[src/rtl/regfile_dump_reader_if.sv]
// Handshake bundle between the register-dump engine, the shared register file
// read port and the debug UART byte transmitter.
interface regfile_dump_reader_if #(
    parameter int RNO_W  = 4,
    parameter int DATA_W = 32
);
    logic              start;
    logic              hold;
    logic [RNO_W-1:0]  rno;
    logic [DATA_W-1:0] rdata;
    logic [7:0]        tx_data;
    logic              tx_valid;
    logic              tx_ready;
    logic              done;

    modport master (
        input  start, rdata, tx_ready,
        output hold, rno, tx_data, tx_valid, done
    );

    modport slave (
        output start, rdata, tx_ready,
        input  hold, rno, tx_data, tx_valid, done
    );
endinterface

[src/rtl/regfile_dump_reader.sv]
// Walks every register through the shared read port and streams each value MSB
// byte first over valid/ready. REGDUMP_FRAME_EN adds an A5 header and XOR checksum byte.
module regfile_dump_reader #(
    parameter int NREGS  = 16,
    parameter int RNO_W  = 4,
    parameter int DATA_W = 32
) (
    input  logic                  clk,
    input  logic                  rst,
    regfile_dump_reader_if.master bus
);
    localparam int NB   = DATA_W / 8;
    localparam int BC_W = (NB > 1) ? $clog2(NB) : 1;

    localparam logic [2:0] S_IDLE  = 3'd0;
    localparam logic [2:0] S_FETCH = 3'd1;
    localparam logic [2:0] S_SEND  = 3'd2;
    localparam logic [2:0] S_NEXT  = 3'd3;
    localparam logic [2:0] S_FIN   = 3'd4;
`ifdef REGDUMP_FRAME_EN
    localparam logic [2:0] S_HDR   = 3'd5;
    localparam logic [2:0] S_SUM   = 3'd6;
`endif

    logic [2:0]        state;
    logic [RNO_W-1:0]  idx;
    logic [BC_W-1:0]   bcnt;
    logic [DATA_W-1:0] shift;
    logic              accept;
`ifdef REGDUMP_FRAME_EN
    logic [7:0]        csum;
`endif

    assign accept = bus.tx_valid & bus.tx_ready;

    always_ff @(posedge clk or posedge rst) begin
        if (rst) begin
            state <= S_IDLE;
            idx   <= '0;
            bcnt  <= '0;
            shift <= '0;
`ifdef REGDUMP_FRAME_EN
            csum  <= '0;
`endif
        end else begin
            case (state)
                S_IDLE: if (bus.start) begin
                    idx   <= '0;
`ifdef REGDUMP_FRAME_EN
                    csum  <= '0;
                    state <= S_HDR;
`else
                    state <= S_FETCH;
`endif
                end
`ifdef REGDUMP_FRAME_EN
                S_HDR: if (accept) state <= S_FETCH;
                S_SUM: if (accept) state <= S_FIN;
`endif
                S_FETCH: begin
                    shift <= bus.rdata;
                    bcnt  <= BC_W'(NB - 1);
                    state <= S_SEND;
                end
                S_SEND: if (accept) begin
                    shift <= shift << 8;
`ifdef REGDUMP_FRAME_EN
                    csum  <= csum ^ shift[DATA_W-1 -: 8];
`endif
                    if (bcnt == '0) state <= S_NEXT;
                    else            bcnt  <= bcnt - BC_W'(1);
                end
                S_NEXT: begin
                    // the index saturates at the last register; no wrap
                    if (idx == RNO_W'(NREGS - 1)) begin
`ifdef REGDUMP_FRAME_EN
                        state <= S_SUM;
`else
                        state <= S_FIN;
`endif
                    end else begin
                        idx   <= idx + RNO_W'(1);
                        state <= S_FETCH;
                    end
                end
                S_FIN:   state <= S_IDLE;
                default: state <= S_IDLE;
            endcase
        end
    end

    // Outputs decode straight from state so reset clears them immediately.
    always_comb begin
        bus.hold     = (state != S_IDLE) && (state != S_FIN);
        bus.rno      = (state == S_IDLE) ? '0 : idx;
        bus.done     = (state == S_FIN);
        bus.tx_valid = 1'b0;
        bus.tx_data  = 8'h00;
        if (state == S_SEND) begin
            bus.tx_valid = 1'b1;
            bus.tx_data  = shift[DATA_W-1 -: 8];
        end
`ifdef REGDUMP_FRAME_EN
        if (state == S_HDR) begin
            bus.tx_valid = 1'b1;
            bus.tx_data  = 8'hA5;
        end
        if (state == S_SUM) begin
            bus.tx_valid = 1'b1;
            bus.tx_data  = csum;
        end
`endif
    end
endmodule
[src/flat_wrapper.sv]
// flat-port wrapper written by rule: the top's interface ports become plain ports
module regfile_dump_reader_flat 
#(
    parameter int NREGS  = 16,
    parameter int RNO_W  = 4,
    parameter int DATA_W = 32
)
  (clk, rst, bus_start, bus_rdata, bus_tx_ready, bus_hold, bus_rno, bus_tx_data, bus_tx_valid, bus_done);
  regfile_dump_reader_if #(.RNO_W(RNO_W), .DATA_W(DATA_W)) bus_i ();
  input  logic clk;
  input  logic rst;
  input wire logic [$bits(bus_i.start)-1:0] bus_start;
  input wire logic [$bits(bus_i.rdata)-1:0] bus_rdata;
  input wire logic [$bits(bus_i.tx_ready)-1:0] bus_tx_ready;
  output wire logic [$bits(bus_i.hold)-1:0] bus_hold;
  output wire logic [$bits(bus_i.rno)-1:0] bus_rno;
  output wire logic [$bits(bus_i.tx_data)-1:0] bus_tx_data;
  output wire logic [$bits(bus_i.tx_valid)-1:0] bus_tx_valid;
  output wire logic [$bits(bus_i.done)-1:0] bus_done;
  assign bus_i.start = bus_start;
  assign bus_i.rdata = bus_rdata;
  assign bus_i.tx_ready = bus_tx_ready;
  assign bus_hold = bus_i.hold;
  assign bus_rno = bus_i.rno;
  assign bus_tx_data = bus_i.tx_data;
  assign bus_tx_valid = bus_i.tx_valid;
  assign bus_done = bus_i.done;
  regfile_dump_reader #(.NREGS(NREGS), .RNO_W(RNO_W), .DATA_W(DATA_W)) u_core (.clk(clk), .rst(rst), .bus(bus_i));
endmodule
[config.mk]
export PLATFORM = sky130hd
export DESIGN_NAME = regfile_dump_reader_flat
export DESIGN_NICKNAME = d
export VERILOG_FILES = /design/src/rtl/regfile_dump_reader_if.sv /design/src/rtl/regfile_dump_reader.sv /design/src/flat_wrapper.sv
export SDC_FILE = /design/constraint.sdc
export NUM_CORES = 1
export LEC_CHECK = 0
export CAP_MARGIN = 10
export CORE_ASPECT_RATIO = 0.9
export CORE_UTILIZATION = 49
export CTS_CLUSTER_DIAMETER = 100
export DETAILED_ROUTE_END_ITERATION = 10
export GPL_ROUTABILITY_DRIVEN = 0
export HOLD_SLACK_MARGIN = 0.06
export PLACE_DENSITY = 0.79
export SLEW_MARGIN = 10
export SYNTH_ARGS = -nofsm -noshare
export SYNTH_HDL_FRONTEND = slang
export SYNTH_SLANG_ARGS = --single-unit
[constraint.sdc]
create_clock -name clk -period 2.15 [get_ports clk]
set_input_delay 0.215 -clock clk [delete_from_list [all_inputs] [get_ports clk]]
set_output_delay 0.215 -clock clk [all_outputs]
set_load 0.02 [all_outputs]
==> results.sh <==
export IMPL_cp_end_kind="output pin"
export IMPL_slowest_delay_ns=0.59
export IMPL_crit_family="buffers and inverters"
export IMPL_finalSetupViolations=0
export IMPL_cts_tree="yes"
export IMPL_worstPathArrival_ns=1.88
export IMPL_worst_setup_path_type="register to output pin"
export IMPL_outcome="complete, no violations"
export IMPL_drt_pass1_iter_count=4
export IMPL_synthToLayoutAreaGrowth_pct=35.90
export IMPL_ys_ff_latch=41
export IMPL_initial_core_util_pct=51.07
export IMPL_vias=1427
export IMPL_p_leak_nw=1.292
export IMPL_cts_hold_buf=0
export IMPL_hold_class="input pin to async pin"
export IMPL_fin_setup_tns_ns=0
export IMPL_final_cell_mix="mux2_2 (46), clkdlybuf4s50_1 (43), dfrtp_1 (41)"
export IMPL_tightest_slew_ns=0.5054
export IMPL_dieArea_sq_um=4511
export IMPL_final_nets=256
export IMPL_crit_chain="nor3b_4 > buf_12 > and2_1 > clkdlybuf4s50_1"
export IMPL_clk_path_buf_depth=2
export IMPL_cts_max_level=2
export IMPL_hold_viol=0
export IMPL_final_common_cell="mux2_2"
export IMPL_grt_pass1_vias=1488
export IMPL_drive_above_1_share_pct=30.59
export IMPL_ioPinCount=51
export IMPL_gr_usage_all_layers_pct=20.78
export IMPL_place_ws_ns=0.2808
export IMPL_dp_hpwl_um=2894
export IMPL_synth_edf_count=0
export IMPL_antenna_found_initial=0
export IMPL_path_clk_slew_ns=0.07
export IMPL_slew_headroom_pct=66.31
export IMPL_die_height_um=63.82
export IMPL_startpoint_type="register"
export IMPL_crit_fanout=18
export IMPL_drt_wl_total_um=4235
export IMPL_core_sq_um=4074
export IMPL_ys_seq_area_share_pct=49.31
export IMPL_grt_pass1_wl_um=7107
export IMPL_rsz0062_at_grt="no"
export IMPL_drc_errors=0
export IMPL_drv_cap=0
export IMPL_synthesis_area_sq_um=2081
export IMPL_vdd_ir_drop_worst_mv=0.6827
export IMPL_critPathBufInv=2
export IMPL_rows=22
export IMPL_cp_required_ns=1.93
export IMPL_drt_initial_drc_count=93
export IMPL_die_width_um=70.69
export IMPL_grt_max_degree=42
export IMPL_critPathSlowestCell="clkdlybuf4s50_1"
export IMPL_slew_violations=0
export IMPL_synth_nets=199
export IMPL_yosys_cell_types_count=33
export IMPL_ys_warn_count=0
export IMPL_syn_inst=161
export IMPL_fin_skew_ns=0.003628
export IMPL_avgRoutedWirePerCell_um=15.86
export IMPL_syn_avg_cell_area_sq_um=12.92
export IMPL_finalCriticalPeriod_ns=2.093
export IMPL_grt_overflow=0
export IMPL_port_buffers=50
export IMPL_fin_ws_ns=0.05676
export IMPL_fillCellCount=281
export IMPL_clk_latency_ns=0.28
export IMPL_hold_ws_ns=0.3397
export IMPL_synth_flop_cell="dfrtp_1"
export IMPL_synthArstFlopShare_pct=100.0
export IMPL_cts_buffers=5
export IMPL_ant_nets=0
export IMPL_vias_per_cell=5.345
export IMPL_cts_sinks=41
export IMPL_antenna_cells=0
export IMPL_period_share_pct=97.36
export IMPL_cts_root_buf="clkbuf_8"
export IMPL_max_freq_mhz=477.7
export IMPL_powerDensity_nw_per_um2=1425
-- synthesized netlist by cell type (3+ instances only) --
cell      instances  area [sq um]
mux2_1            3         33.78
dfrtp_1          41          1026
nor2_1            4         15.01
buf_2             3         15.01
and2_1            8         50.05
nand3b_1          3         22.52
mux2_2           46         518.0
buf_4             3         22.52
a22o_1            8         70.07
nor2b_1           4         25.02
nand3_1           3         15.01
inv_1             5         18.77
-- layout make-up --
cell class                      instances  area [sq um]  share of cell area, %
Inverter                                5         18.77                 0.6637
Clock buffer                            7         86.33                  3.053
Timing Repair Buffer                   59         628.1                  22.21
Tap cell                               48         60.06                  2.124
Multi-Input combinational cell        106         978.4                  34.60
Sequential cell                        41          1026                  36.28
Clock inverter                          1         30.03                  1.062
-- stage by stage --
stage          utilization, %  cell area [sq um]  power, mW  instances
3_3_place_gp            65.17               2655      3.222        257
5_1_grt                 69.41               2828      4.286        267
3_5_place_dp            65.17               2655      3.330        257
6_report                69.41               2828      4.029        267
2_1_floorplan               -               2081      2.743        161
4_1_cts                 69.10               2815      4.074        267
-- cells by family after synthesis --
| group | after synthesis | synth area share (%) |
|---|---|---|
| and+or+nand+nor | 34 | 10.52 |
| muxes | 51 | 27.48 |
| DFF | 41 | 49.31 |
| adders and majority gates | 2 | 1.202 |
| AOI/OAI and AO/OA | 19 | 7.517 |
| buffers and inverters | 14 | 3.968 |
-- worst paths after layout --
path | startpoint | end | slack (ns) | depth (start not counted)
min | rst | u_core.shift[2]$_DFFE_PP0P_ | 0.34 | 3
min reg2reg | u_core.bcnt[0]$_DFFE_PP0P_ | u_core.bcnt[0]$_DFFE_PP0P_ | 0.49 | 1
min in group clk | u_core.bcnt[0]$_DFFE_PP0P_ | u_core.bcnt[0]$_DFFE_PP0P_ | 0.49 | 1
max in group asynchronous | rst | u_core.idx[3]$_DFFE_PP0P_ | 1.46 | 3
max reg2reg | u_core.state[0]$_DFFE_PP0P_ | u_core.shift[8]$_DFFE_PP0P_ | 0.32 | 5
max | u_core.state[0]$_DFFE_PP0P_ | bus_tx_data[5] | 0.06 | 4
-- where the power goes --
part | leakage, nW | total, mW | internal (mW) | switching (mW)
Clock | 0.0585 | 0.629 | 0.378 | 0.250
Combinational | 0.739 | 2.05 | 1.20 | 0.853
Sequential | 0.495 | 1.35 | 1.14 | 0.211
-- worst reg2reg max path, stage by stage, from the launching register on --
cell and delay [ns]:
dfrtp_1 0.41, nor3b_4 0.27, buf_4 0.16, bufbuf_16 0.28, mux2_2 0.34, mux2_2 0.26
-- flip-flops by register name, indices dropped and copies added, names as in the netlist --
register,cells
u_core.shift,32
u_core.bcnt,2
u_core.idx,4
u_core.state,3
-- metal layers --
| metal | routed length (um) | track usage [%] |
|---|---|---|
| met1 | 1824 | 26.42 |
| met2 | 2205 | 34.98 |
| met3 | 166 | 4.732 |
| met4 | 39 | 7.250 |
| met5 | 0 | 0 |
-- what timing repair did --
item,4_1_cts,5_1_grt
gates cloned,1,0
setup buffers,1,0
endpoints found under the setup margin,8,5
pin swaps,1,0
gates resized for setup,3,5
endpoints found under the hold margin,0,0
Power figures use the tool's default switching activity.
